$ cat src/rtl/tone_sched_pkg.sv
// tone_sched_pkg: shared note codes, source indices, FSM states and jingle lengths for tone_sched.
package tone_sched_pkg;
  localparam logic [2:0] NOTE_SIL = 3'd0;
  localparam logic [2:0] NOTE_C5  = 3'd1;
  localparam logic [2:0] NOTE_E5  = 3'd2;
  localparam logic [2:0] NOTE_G5  = 3'd3;
  localparam logic [2:0] NOTE_A5  = 3'd4;
  localparam logic [2:0] NOTE_C6  = 3'd5;
  localparam logic [2:0] NOTE_E6  = 3'd6;
  localparam logic [2:0] NOTE_G6  = 3'd7;
  // source index doubles as the grant/done bit position
  localparam logic [1:0] SRC_CNT  = 2'd0;
  localparam logic [1:0] SRC_GOAL = 2'd1;
  localparam logic [1:0] SRC_WIN  = 2'd2;
  localparam logic [1:0] SRC_LOSE = 2'd3;
  localparam logic [2:0] LEN_CNT  = 3'd1;
  localparam logic [2:0] LEN_GOAL = 3'd3;
  localparam logic [2:0] LEN_WIN  = 3'd4;
  localparam logic [2:0] LEN_LOSE = 3'd3;
  typedef enum logic [1:0] {S_IDLE, S_PLAY, S_GAP} state_e;
  function automatic logic [2:0] jingle_len(input logic [1:0] src);
    return src == SRC_CNT ? LEN_CNT : src == SRC_GOAL ? LEN_GOAL : src == SRC_WIN ? LEN_WIN : LEN_LOSE;
  endfunction
endpackage

$ cat src/rtl/tone_sched_jingle_rom.sv
// tone_jingle_rom: combinational jingle table, (source, note index) -> note code, duration in ticks, last-note flag.
module tone_jingle_rom
  import tone_sched_pkg::*;
(
  input  logic [1:0] src_i,
  input  logic [1:0] idx_i,
  output logic [2:0] note_o,
  output logic [8:0] dur_o,
  output logic       last_o
);
  always_comb begin
    note_o = NOTE_SIL;
    dur_o  = 9'd0;
    case ({src_i, idx_i})
      {SRC_CNT,  2'd0}: begin note_o = NOTE_A5; dur_o = 9'd150; end
      {SRC_GOAL, 2'd0}: begin note_o = NOTE_C6; dur_o = 9'd80;  end
      {SRC_GOAL, 2'd1}: begin note_o = NOTE_E6; dur_o = 9'd80;  end
      {SRC_GOAL, 2'd2}: begin note_o = NOTE_G6; dur_o = 9'd120; end
      {SRC_WIN,  2'd0}: begin note_o = NOTE_C5; dur_o = 9'd150; end
      {SRC_WIN,  2'd1}: begin note_o = NOTE_E5; dur_o = 9'd150; end
      {SRC_WIN,  2'd2}: begin note_o = NOTE_G5; dur_o = 9'd150; end
      {SRC_WIN,  2'd3}: begin note_o = NOTE_C6; dur_o = 9'd300; end
      {SRC_LOSE, 2'd0}: begin note_o = NOTE_G5; dur_o = 9'd200; end
      {SRC_LOSE, 2'd1}: begin note_o = NOTE_E5; dur_o = 9'd200; end
      {SRC_LOSE, 2'd2}: begin note_o = NOTE_C5; dur_o = 9'd400; end
      default: begin note_o = NOTE_SIL; dur_o = 9'd0; end
    endcase
  end
  assign last_o = {1'b0, idx_i} == jingle_len(src_i) - 3'd1;
endmodule

$ cat src/rtl/tone_sched.sv
// tone_sched: priority sequencer for the shared tone output, stepping through jingle notes and gaps.
// Define TONE_SCHED_QUEUE_EN to hold cnt/goal requests that arrive while busy.
module tone_sched
  import tone_sched_pkg::*;
#(
  parameter int TICK_DIV  = 100000,
  parameter int GAP_TICKS = 20
) (
  input  logic       clk,
  input  logic       rst_n,
  input  logic       req_cnt,
  input  logic       req_goal,
  input  logic       req_win,
  input  logic       req_lose,
  output logic [2:0] note_code,
  output logic       tone_en,
  output logic       busy,
  output logic [3:0] grant,
  output logic [3:0] done
);
  state_e      state_q, state_d;
  logic [3:0]  pend_q, pend_d;
  logic [1:0]  src_q, src_d, idx_q, idx_d;
  logic [16:0] tick_q, tick_d;
  logic [8:0]  dur_q, dur_d;
  logic [2:0]  rom_note, len;
  logic [8:0]  rom_dur;
  logic        rom_last, tick_end, play_end, gap_end, preempt, restart;
  logic [3:0]  req, acc, clr;
  logic [1:0]  pick;

  tone_jingle_rom u_rom (
    .src_i (src_q),
    .idx_i (idx_q),
    .note_o(rom_note),
    .dur_o (rom_dur),
    .last_o(rom_last)
  );

  assign req = {req_lose, req_win, req_goal, req_cnt};
`ifdef TONE_SCHED_QUEUE_EN
  assign acc = 4'hf;
`else
  assign acc = state_q == S_IDLE ? 4'hf : 4'hc;
`endif
  assign len      = jingle_len(src_q);
  assign tick_end = tick_q == 17'(TICK_DIV - 1);
  assign play_end = tick_end && dur_q == rom_dur - 9'd1;
  assign gap_end  = tick_end && dur_q == 9'(GAP_TICKS - 1);
  // an index already past the last note marks a jingle that was cut short
  assign preempt  = state_q != S_IDLE && !src_q[1] && (pend_q[SRC_WIN] || pend_q[SRC_LOSE]) && {1'b0, idx_q} < len;
  assign pick     = pend_q[SRC_WIN] ? SRC_WIN : pend_q[SRC_LOSE] ? SRC_LOSE : pend_q[SRC_GOAL] ? SRC_GOAL : SRC_CNT;

  always_comb begin
    state_d = state_q;
    src_d   = src_q;
    idx_d   = idx_q;
    clr     = 4'h0;
    done    = 4'h0;
    restart = 1'b0;
    if (state_q == S_IDLE) begin
      if (|pend_q) begin
        state_d = S_PLAY;
        src_d   = pick;
        idx_d   = 2'd0;
        clr     = 4'b0001 << pick;
        restart = 1'b1;
      end
    end else if (preempt) begin
      state_d = S_GAP;
      idx_d   = len[1:0];
      restart = 1'b1;
    end else if (state_q == S_PLAY) begin
      state_d = play_end ? S_GAP : S_PLAY;
      restart = play_end;
    end else if (gap_end) begin
      restart = 1'b1;
      if (!rom_last && {1'b0, idx_q} < len) begin
        state_d = S_PLAY;
        idx_d   = idx_q + 2'd1;
      end else begin
        state_d = S_IDLE;
        done    = rom_last ? 4'b0001 << src_q : 4'h0;
      end
    end
    tick_d = restart || tick_end ? 17'd0 : tick_q + 17'd1;
    dur_d  = restart ? 9'd0 : tick_end ? dur_q + 9'd1 : dur_q;
    pend_d = (pend_q & ~clr) | (req & acc);
    if (req[SRC_WIN]) pend_d[SRC_LOSE] = 1'b0;
  end

  always_ff @(posedge clk or negedge rst_n) begin
    if (!rst_n) begin
      state_q <= S_IDLE;
      pend_q  <= 4'h0;
      src_q   <= 2'd0;
      idx_q   <= 2'd0;
      tick_q  <= 17'd0;
      dur_q   <= 9'd0;
    end else begin
      state_q <= state_d;
      pend_q  <= pend_d;
      src_q   <= src_d;
      idx_q   <= idx_d;
      tick_q  <= tick_d;
      dur_q   <= dur_d;
    end
  end

  assign note_code = state_q == S_PLAY ? rom_note : NOTE_SIL;
  assign tone_en   = state_q == S_PLAY;
  assign busy      = state_q != S_IDLE;
  assign grant     = busy ? 4'b0001 << src_q : 4'h0;
endmodule

$ cat config.mk
export PLATFORM = sky130hd
export DESIGN_NAME = tone_sched
export DESIGN_NICKNAME = d
export VERILOG_FILES = /design/src/rtl/tone_sched_pkg.sv /design/src/rtl/tone_sched_jingle_rom.sv /design/src/rtl/tone_sched.sv
export SDC_FILE = /design/constraint.sdc
export NUM_CORES = 1
export LEC_CHECK = 0
export ABC_AREA = 0
export BUFFER_PORTS_ARGS = -buffer_cell sky130_fd_sc_hd__buf_4
export CORE_MARGIN = 5
export CORE_UTILIZATION = 30
export CTS_BUF_LIST = sky130_fd_sc_hd__clkbuf_4
export CTS_CLUSTER_SIZE = 10
export DETAILED_ROUTE_END_ITERATION = 6
export GPL_ROUTABILITY_DRIVEN = 1
export REMOVE_ABC_BUFFERS = 1
export SYNTH_ARGS = -nofsm -noshare
export SYNTH_HDL_FRONTEND = slang
export SYNTH_SLANG_ARGS = --single-unit
export TNS_END_PERCENT = 10
$ cat constraint.sdc
create_clock -name clk -period 3.6 [get_ports clk]
set_clock_uncertainty 0.05 [all_clocks]
set_input_delay 0.9 -clock clk [delete_from_list [all_inputs] [get_ports clk]]
set_output_delay 0.9 -clock clk [all_outputs]
set_load 0.02 [all_outputs]
==> results.sh, run 1 <==
export IMPL_required_ps=2650
export IMPL_die_h_um=102
export IMPL_die_area_um2=10300
export IMPL_gp_congestion=0.915
export IMPL_cp_max_fo=5
export IMPL_start_util=0.307
export IMPL_pin_count=19
export IMPL_cts_path_max_buffers=2
export IMPL_yosysWarnings=0
export IMPL_routed_wl_mm=5.62
export IMPL_powerDensity_nw_per_um2=700
export IMPL_syn_area_um2=2520
export IMPL_port_buffers=18
export IMPL_setup_tns_ps=0
export IMPL_total_power_mw=2.01
export IMPL_grt_pass1_vias=2065
export IMPL_clkTransAtPathRegs_ps=110
export IMPL_placedCellCount=402
export IMPL_hold_class="reg2reg"
export IMPL_dr_total_vias=2034
export IMPL_grt_pass1_wl_mm=9.90
export IMPL_synthCells=283
export IMPL_synth_edf_count=0
export IMPL_antenna_found_initial=0
export IMPL_setup_viol_count_final=0
export IMPL_cts_sinks=36
export IMPL_layout_nets=323
export IMPL_p_sw_frac=0.474
export IMPL_core_rowCount=33
export IMPL_status="completed"
export IMPL_first_pass_iters=4
export IMPL_wl_per_cell_um=13.6
export IMPL_area_growth_pct=14.2
export IMPL_numCtsBuffers=5
export IMPL_insertion_delay_ps=330
export IMPL_clock_power_share=0.138
export IMPL_drv_slew=0
export IMPL_drc=0
export IMPL_async_reset_ff_frac=1.00
export IMPL_max_slew_margin=0.500
export IMPL_fmax_mhz=296
export IMPL_placed_area_um2=2760
export IMPL_period_share=0.938
export IMPL_core_um2=8220
export IMPL_drt_iter0_drc=118
export IMPL_maxCapViolCount=0
export IMPL_arrival_ps=2430
export IMPL_synth_ff_type="dfrtp_1"
export IMPL_gr_total_overflow=0
export IMPL_start_kind="flip-flop"
export IMPL_worst_pin_slew_ps=745
export IMPL_synth_area_per_cell_um2=8.90
export IMPL_cts_root_buffer_cell="clkbuf_4"
export IMPL_power_leakage_nw=1.24
export IMPL_nFillCells=861
export IMPL_yosysSeqAreaShare=0.357
export IMPL_htreeDepth=2
export IMPL_synth_cell_types=55
export IMPL_p_int_mw=1.06
export IMPL_final_cells=412
export IMPL_drive_gt1_frac=0.166
export IMPL_hpwl_mm=4.13
export IMPL_grt_max_degree=37
export IMPL_irDropWorstVdd_v=0.000289
export IMPL_ys_ff_latch=36
export IMPL_cts_tree="done"
export IMPL_grtUsageTotal=0.118
export IMPL_fin_area_um2=2880
export IMPL_diodes=0
export IMPL_seq_power_share=0.268
export IMPL_power_switching_uw=955
export IMPL_path_class="reg2out"
export IMPL_min_period_ps=3380
export IMPL_detail_route_antenna_nets=0
export IMPL_drt_vias_per_instance=4.94
export IMPL_final_hold_viol_count=0
export IMPL_die_w_um=102
export IMPL_rsz0062_at_grt="no"
export IMPL_combinationalPowerShare=0.594
export IMPL_endpoint_kind="primary output"
## registers in the layout, indices dropped and copies added, names as in the netlist
register / count
pend_q: 4
tick_q: 17
src_q: 2
idx_q: 2
state_q: 2
dur_q: 9
## metrics by stage
stage / hold slack (ps) / utilization / setup WS [ps]
finish: 429 / 0.350 / 224
global route: 466 / 0.350 / 30.7
floorplan: 398 / - / 426
global placement: 413 / 0.336 / 414
detailed placement: 422 / 0.336 / 299
CTS: 436 / 0.346 / 38.9
## synth_stat cells, types with 2 or more instances
master,number,area (um^2)
nor2_1,40,150
dfrtp_1,36,901
xor2_1,18,158
nand2_1,16,60.1
nor3_1,16,80.1
o21ai_0,16,80.1
xnor2_1,15,131
inv_1,12,45.0
ha_1,11,138
a21oi_1,10,50.1
nand2b_1,8,50.1
nand3_1,8,40.0
nand4_1,8,50.1
and3_1,5,31.3
nor4_1,4,25.0
and4_1,3,26.3
buf_6,3,33.8
clkbuf_1,3,11.3
mux2i_1,3,30.0
nor2b_1,3,18.8
o21ai_1,3,15.0
or3_1,3,18.8
a211oi_1,2,15.0
a21oi_2,2,17.5
buf_2,2,10.0
nor2_2,2,12.5
o211ai_1,2,15.0
o31ai_1,2,15.0
## logic make-up after synthesis
kind of cell	count (synthesis)	share of synthesized area
mux	4	0.0164
flops	36	0.357
compound gates	51	0.146
xor+xnor	33	0.115
buf+inv	22	0.0442
fa+ha+maj	11	0.0546
simple gates	126	0.266
## final cells by class
type,count,area (um^2),share of cell area
clock buffers,5,37.5,0.0130
repair buffers,25,188,0.0652
flip-flops and latches,36,902,0.314
well taps,105,131,0.0457
inverters,13,48.8,0.0170
multi-input cells,225,1530,0.532
clock inverters,3,37.5,0.0130
## what timing repair did
action                                  CTS  global route
hold buffers                              0             0
gates resized for setup                   1             5
pin swaps                                 1             4
buffers inserted                          0             2
hold endpoints to repair                  0             0
endpoints found under the setup margin    3             3
## worst max-delay path, cell delays in order, from the launching register on
cell	delay, ps
dfrtp_2	450
or4_1	550
nor4b_2	210
and3_1	220
nand2_2	100
nor3_4	220
o21ai_2	90
nor2_1	100
buf_4	150
## layout by cell type, fill, tap and decap left out, types with 2 or more instances in the layout
master,netlist,layout
nand2_1,16,15
nand3_1,8,8
dfrtp_1,36,35
a21oi_2,2,2
o21ai_1,3,2
o211ai_1,2,2
and3_1,5,5
nand2b_1,8,8
nand4_1,8,8
buf_4,1,25
nor4_1,4,4
a21oi_1,10,10
nor2b_1,3,3
a211oi_1,2,2
o31ai_1,2,2
xor2_1,18,18
inv_1,12,12
nor3_1,16,15
clkbuf_4,0,5
xnor2_1,15,15
nor2_2,2,2
ha_1,11,11
clkinv_1,1,3
nor2_1,40,40
o21ai_0,16,16
mux2i_1,3,3
and4_1,3,3
or3_1,3,3
## final timing paths
kind                       cells after the start    endpoint  startpoint  slack [ps]
max reg2reg                                   11    dur_q[5]    idx_q[1]         620
min in group asynchronous                      1  tick_q[14]       rst_n         450
max in group asynchronous                      1    dur_q[5]       rst_n        2710
min                                            1   tick_q[0]   tick_q[0]         430
min reg2reg                                    1   tick_q[0]   tick_q[0]         430
max                                            8     done[3]    dur_q[5]         220
## power by group through the flow
stage | clock, mW | sequential (mW) | combinational [mW]
global route | 0.304 | 0.556 | 1.33
finish | 0.277 | 0.540 | 1.20
floorplan | 0 | 0.568 | 0.821
CTS | 0.286 | 0.539 | 1.20
global placement | 0 | 0.546 | 1.18
detailed placement | 0 | 0.548 | 1.18
## routing by layer
layer  track usage  part of all wire
met5             0                 0
met4        0.0327             0.016
met3        0.0234             0.030
met2         0.186              0.45
met1         0.166              0.50
Power figures use the tool's default switching activity.
==> run 2: changes to the inputs <==
--- a/config.mk
+++ b/config.mk
@@ -13,6 +13,8 @@
 export CTS_CLUSTER_SIZE = 10
 export DETAILED_ROUTE_END_ITERATION = 6
 export GPL_ROUTABILITY_DRIVEN = 1
+export PLACE_DENSITY = 0.52
+export RECOVER_POWER = 100
 export REMOVE_ABC_BUFFERS = 1
 export SYNTH_ARGS = -nofsm -noshare
 export SYNTH_HDL_FRONTEND = slang
==> run 2 against run 1 <==
Effect of this change: count of clock-buffer cells in the layout rose by 2; cell area fell by 2.7%; largest cell class unchanged; final cell count rose by 0.24%; power fell by 5.8%; flip-flop and latch count did not move; the flow now finishes with violations (max-capacitance violations, max-slew violations); fmax rose by 0.72%; combinational power fell by 7%; sequential power rose by 0.9%; first-iteration DRC count fell by 33%; worst hold slack improved by 5.5 ps.
==> results.sh, run 2 (synthesis gave the netlist of run 1 again) <==
export IMPL_status="complete, but fails checks"
export IMPL_violations="max-capacitance violations, max-slew violations"
export IMPL_layout_nets=324
export IMPL_crit_path_top_delay_cell="dfrtp_1"
export IMPL_fmax_mhz=298
export IMPL_power_leakage_nw=1.18
export IMPL_required_ps=2650
export IMPL_endpoint_kind="primary output"
export IMPL_p_int_uw=952
export IMPL_crit_family="simple AND/OR/NAND/NOR gates"
export IMPL_htreeDepth=2
export IMPL_utilization=0.340
export IMPL_gr_total_overflow=0
export IMPL_crit_chain="ha_1 > nor2b_1 > nor4_1 > or2_2 > nor3_4 > o21ai_2 > nor2_1 > clkbuf_2"
export IMPL_cts_sinks=36
export IMPL_combinationalPowerShare=0.590
export IMPL_dr_total_vias=2042
export IMPL_rsz0062_at_grt="no"
export IMPL_die_area_um2=10300
export IMPL_reg2reg_to="dur_q[8]"
export IMPL_r2r_setup_slack_ps=260
export IMPL_multi_input_area_um2=1510
export IMPL_powerDensity_nw_per_um2=678
export IMPL_worst_pin_slew_ps=1950
export IMPL_drc=0
export IMPL_p_sw_frac=0.498
export IMPL_setup_tns_ps=0
export IMPL_period_share=0.931
export IMPL_drive_gt1_frac=0.123
export IMPL_start_kind="flip-flop"
export IMPL_drt_iter0_drc=79
export IMPL_clkTransAtPathRegs_ps=120
export IMPL_setup_viol_count_final=0
export IMPL_gp_congestion=0.808
export IMPL_rr_worst_depth=11
export IMPL_drt_vias_per_instance=4.94
export IMPL_grtUsageTotal=0.116
export IMPL_die_h_um=102
export IMPL_detail_route_antenna_nets=0
export IMPL_cts_path_max_buffers=2
export IMPL_pin_count=19
export IMPL_first_pass_iters=4
export IMPL_port_buffers=18
export IMPL_routed_wl_mm=5.65
export IMPL_irDropWorstVdd_v=0.000217
export IMPL_wl_per_cell_um=13.7
export IMPL_die_w_um=102
export IMPL_grt_pass1_wl_mm=9.73
export IMPL_whs_path_depth=1
export IMPL_numCtsBuffers=5
export IMPL_maxCapViolCount=1
export IMPL_regArea_um2=901
export IMPL_min_from="tick_q[0]"
export IMPL_mostFrequentLayoutCells="40 x nor2_1, 36 x dfrtp_1, 18 x xor2_1"
export IMPL_diodes=0
export IMPL_insertion_delay_ps=340
export IMPL_grt_pass1_vias=1997
export IMPL_power_switching_uw=944
export IMPL_cp_num_buf_inv=1
export IMPL_reg_top3="tick_q: 17 flops, dur_q: 9 flops, pend_q: 4 flops"
export IMPL_drv_slew=37
export IMPL_whs_endpoint="tick_q[0]"
export IMPL_seq_power_share=0.287
export IMPL_path_class="reg2out"
export IMPL_hold_class="reg2reg"
export IMPL_final_hold_viol_count=0
export IMPL_r2r_start="idx_q[1]"
export IMPL_arrival_ps=2400
export IMPL_hold_buffers=0
export IMPL_antenna_found_initial=0
export IMPL_nFillCells=866
export IMPL_largest_register="tick_q"
export IMPL_cp_max_fo=13
export IMPL_max_slew_margin=-0.299
export IMPL_clock_power_share=0.122
export IMPL_final_common_cell="nor2_1"
export IMPL_start_util=0.307
export IMPL_hpwl_mm=4.11
export IMPL_largest_reg_flops=17
export IMPL_core_rowCount=33
export IMPL_min_period_ps=3350
export IMPL_cts_root_buffer_cell="clkbuf_4"
export IMPL_grt_max_degree=37
export IMPL_core_um2=8220
export IMPL_area_growth_pct=11.0
export IMPL_worst_path_largest_cell_delay_ps=560
export IMPL_cts_tree="done"
run 2: through the flow:
| step | power (mW) | hold slack (ps) | worst slack, ps | instances | instance area, um^2 |
|---|---|---|---|---|---|
| finish | 1.90 | 434 | 248 | 413 | 2800 |
| global route | 2.08 | 481 | 0.504 | 413 | 2800 |
| CTS | 1.98 | 443 | 56.5 | 411 | 2840 |
| detailed placement | 1.74 | 427 | 376 | 403 | 2770 |
| global placement | 1.74 | 418 | 396 | 403 | 2770 |
| floorplan | 1.39 | 398 | 426 | 274 | 2460 |
run 2: final cells by class:
| type | instances | area share |
|---|---|---|
| Clock buffer | 7 | 0.0188 |
| Clock inverter | 1 | 0.00313 |
| Inverter | 13 | 0.0174 |
| Multi-Input combinational cell | 225 | 0.541 |
| Sequential cell | 36 | 0.322 |
| Tap cell | 105 | 0.0470 |
| Timing Repair Buffer | 26 | 0.0505 |
run 2: worst max-delay path by stage:
stage	start	to	slack [ps]	cells past startpoint
after floorplan	src_q[1]	done[3]	430	8
after global placement	dur_q[5]	done[3]	400	8
after detailed placement	dur_q[5]	done[3]	380	8
after CTS	dur_q[5]	done[3]	60	8
after global routing	src_q[0]	done[3]	0.5	9
final	idx_q[1]	done[1]	250	8
run 2: what timing repair did:
item,4_1_cts,5_1_grt
pin swaps,0,3
resized for setup,1,5
endpoints found under the setup margin,3,4
buffers inserted,0,2
run 2: per-layer routing:
metal / part of all wire / vias to the layer above / track usage / wire length (um)
met1: 0.50 / 962 / 0.156 / 2830
met3: 0.042 / 6 / 0.0241 / 239
met5: 0 / - / 0 / 0
li1: - / 1046 / - / -
met2: 0.45 / 28 / 0.191 / 2520
met4: 0.010 / 0 / 0.0327 / 57
run 2: power by group through the flow:
| stage | clock network, mW | registers (mW) | logic (mW) |
|---|---|---|---|
| detailed placement | 0 | 0.551 | 1.18 |
| floorplan | 0 | 0.568 | 0.821 |
| finish | 0.232 | 0.545 | 1.12 |
| CTS | 0.241 | 0.543 | 1.19 |
| global route | 0.262 | 0.560 | 1.26 |
| global placement | 0 | 0.551 | 1.18 |
==> run 3: changes to the inputs <==
--- a/config.mk
+++ b/config.mk
@@ -5,7 +5,6 @@
 export SDC_FILE = /design/constraint.sdc
 export NUM_CORES = 1
 export LEC_CHECK = 0
-export ABC_AREA = 0
 export BUFFER_PORTS_ARGS = -buffer_cell sky130_fd_sc_hd__buf_4
 export CORE_MARGIN = 5
 export CORE_UTILIZATION = 30
@@ -13,7 +12,7 @@
 export CTS_CLUSTER_SIZE = 10
 export DETAILED_ROUTE_END_ITERATION = 6
 export GPL_ROUTABILITY_DRIVEN = 1
-export PLACE_DENSITY = 0.52
+export PLACE_DENSITY = 0.5
 export RECOVER_POWER = 100
 export REMOVE_ABC_BUFFERS = 1
 export SYNTH_ARGS = -nofsm -noshare
==> run 3 against run 2 <==
Effect of this change: the flow still finishes with violations (max-capacitance violations, max-slew violations); register-to-register slack better by 170 ps; critical endpoint unchanged; combinational power hardly changed; count of clock-buffer cells in the layout is 2 lower; critical path type unchanged.
==> results.sh, run 3 (synthesis gave the netlist of run 1 again) <==
export IMPL_gp_congestion=0.840
export IMPL_drv_slew=37
export IMPL_crit_path_top_delay_cell="or4_1"
export IMPL_cts_sinks=36
export IMPL_drive_gt1_frac=0.110
export IMPL_start_util=0.307
export IMPL_worst_path_largest_cell_delay_ps=540
export IMPL_cts_tree="done"
export IMPL_status="complete, but fails checks"
export IMPL_setup_tns_ps=0
export IMPL_area_growth_pct=11.0
export IMPL_reg_top3="tick_q: 17 flops, dur_q: 9 flops, pend_q: 4 flops"
export IMPL_grt_max_degree=37
export IMPL_max_slew_margin=-0.285
export IMPL_drt_vias_per_instance=4.95
export IMPL_powerDensity_nw_per_um2=692
export IMPL_dr_wl_met3_um=165
export IMPL_fmax_mhz=292
export IMPL_dr_total_vias=2050
export IMPL_cp_num_buf_inv=1
export IMPL_htreeDepth=2
export IMPL_largest_register="tick_q"
export IMPL_grtUsageTotal=0.122
export IMPL_worst_pin_slew_ps=1930
export IMPL_cts_root_buffer_cell="clkbuf_4"
export IMPL_setup_viol_count_final=0
export IMPL_arrival_ps=2480
export IMPL_crit_chain="or4_1 > nor4b_1 > and3_1 > nand2_1 > nor3_2 > o21ai_1 > nor2_1 > clkbuf_2"
export IMPL_nFillCells=872
export IMPL_die_h_um=102
export IMPL_maxCapViolCount=1
export IMPL_final_common_cell="nor2_1"
export IMPL_irDropWorstVdd_v=0.000215
export IMPL_pin_count=19
export IMPL_cts_path_max_buffers=2
export IMPL_grt_pass1_wl_mm=10.1
export IMPL_endpoint_kind="primary output"
export IMPL_start_kind="flip-flop"
export IMPL_first_pass_iters=4
export IMPL_die_area_um2=10300
export IMPL_top_layer_used="met4"
export IMPL_numCtsBuffers=5
export IMPL_wl_per_cell_um=14.0
export IMPL_regArea_um2=901
export IMPL_total_power_mw=1.94
export IMPL_hpwl_mm=4.18
export IMPL_violations="max-capacitance violations, max-slew violations"
export IMPL_diodes=0
export IMPL_path_class="reg2out"
export IMPL_insertion_delay_ps=340
export IMPL_rr_worst_depth=11
export IMPL_antenna_found_initial=0
export IMPL_multi_input_area_um2=1490
export IMPL_largest_reg_flops=17
export IMPL_core_rowCount=33
export IMPL_layout_nets=325
export IMPL_final_hold_viol_count=0
export IMPL_power_leakage_nw=1.19
export IMPL_whs_path_depth=1
export IMPL_wl_met2_mm=2.74
export IMPL_required_ps=2650
export IMPL_min_period_ps=3430
export IMPL_grt_pass1_vias=2014
export IMPL_core_um2=8220
export IMPL_drt_iter0_drc=80
export IMPL_routed_wl_mm=5.79
export IMPL_detail_route_antenna_nets=0
export IMPL_port_buffers=18
export IMPL_hold_class="reg2reg"
export IMPL_cp_max_fo=4
export IMPL_clkTransAtPathRegs_ps=110
export IMPL_wl_met1_mm=2.79
export IMPL_gr_total_overflow=0
export IMPL_crit_family="simple AND/OR/NAND/NOR gates"
export IMPL_mostFrequentLayoutCells="40 x nor2_1, 36 x dfrtp_1, 18 x xor2_1"
export IMPL_drc=0
export IMPL_utilization=0.340
export IMPL_die_w_um=102
export IMPL_period_share=0.952
export IMPL_path_depth=8
[run 3: layout make-up]
cell class              instances  share of cell area
flip-flops and latches         36               0.322
well taps                     105              0.0470
clock buffers                   5              0.0134
inverters                      13              0.0174
repair buffers                 27              0.0528
multi-input cells             225               0.534
clock inverters                 3              0.0134
[run 3: what timing repair did]
action,in CTS,in global routing
buffers inserted,0,3
pin swaps,0,1
endpoints found under the hold margin,0,0
gates resized for setup,1,0
setup endpoints to repair,3,3
hold buffers,0,0
gates cloned,0,0
[run 3: per-stage QoR]
step / std cells / hold slack [ps] / setup slack [ps] / instance area (um^2)
2_1_floorplan: 274 / 398 / 426 / 2460
3_3_place_gp: 403 / 419 / 414 / 2770
3_5_place_dp: 403 / 430 / 376 / 2770
4_1_cts: 411 / 446 / 60.2 / 2850
5_1_grt: 414 / 484 / -4.02 / 2800
6_report: 414 / 439 / 173 / 2800
[run 3: final timing paths]
check	start	endpoint	slack, ps
setup / recovery	dur_q[5]	done[1]	170
hold / removal	tick_q[0]	tick_q[0]	440
setup reg to reg	idx_q[1]	dur_q[5]	430
hold reg to reg	tick_q[0]	tick_q[0]	440
max in group asynchronous	rst_n	tick_q[12]	1360
min in group asynchronous	rst_n	pend_q[1]	1040
[run 3: layer usage]
metal / global-route usage / vias up
li1: - / 1051
met1: 0.169 / 957
met2: 0.193 / 33
met3: 0.0213 / 9
met4: 0.0389 / 0
met5: 0 / -
[run 3: report_power, final]
part	internal, mW	total (mW)	switching, mW
clock	0.142	0.277	0.135
sequential	0.466	0.541	0.0758
combinational	0.390	1.12	0.727
total	0.998	1.94	0.938
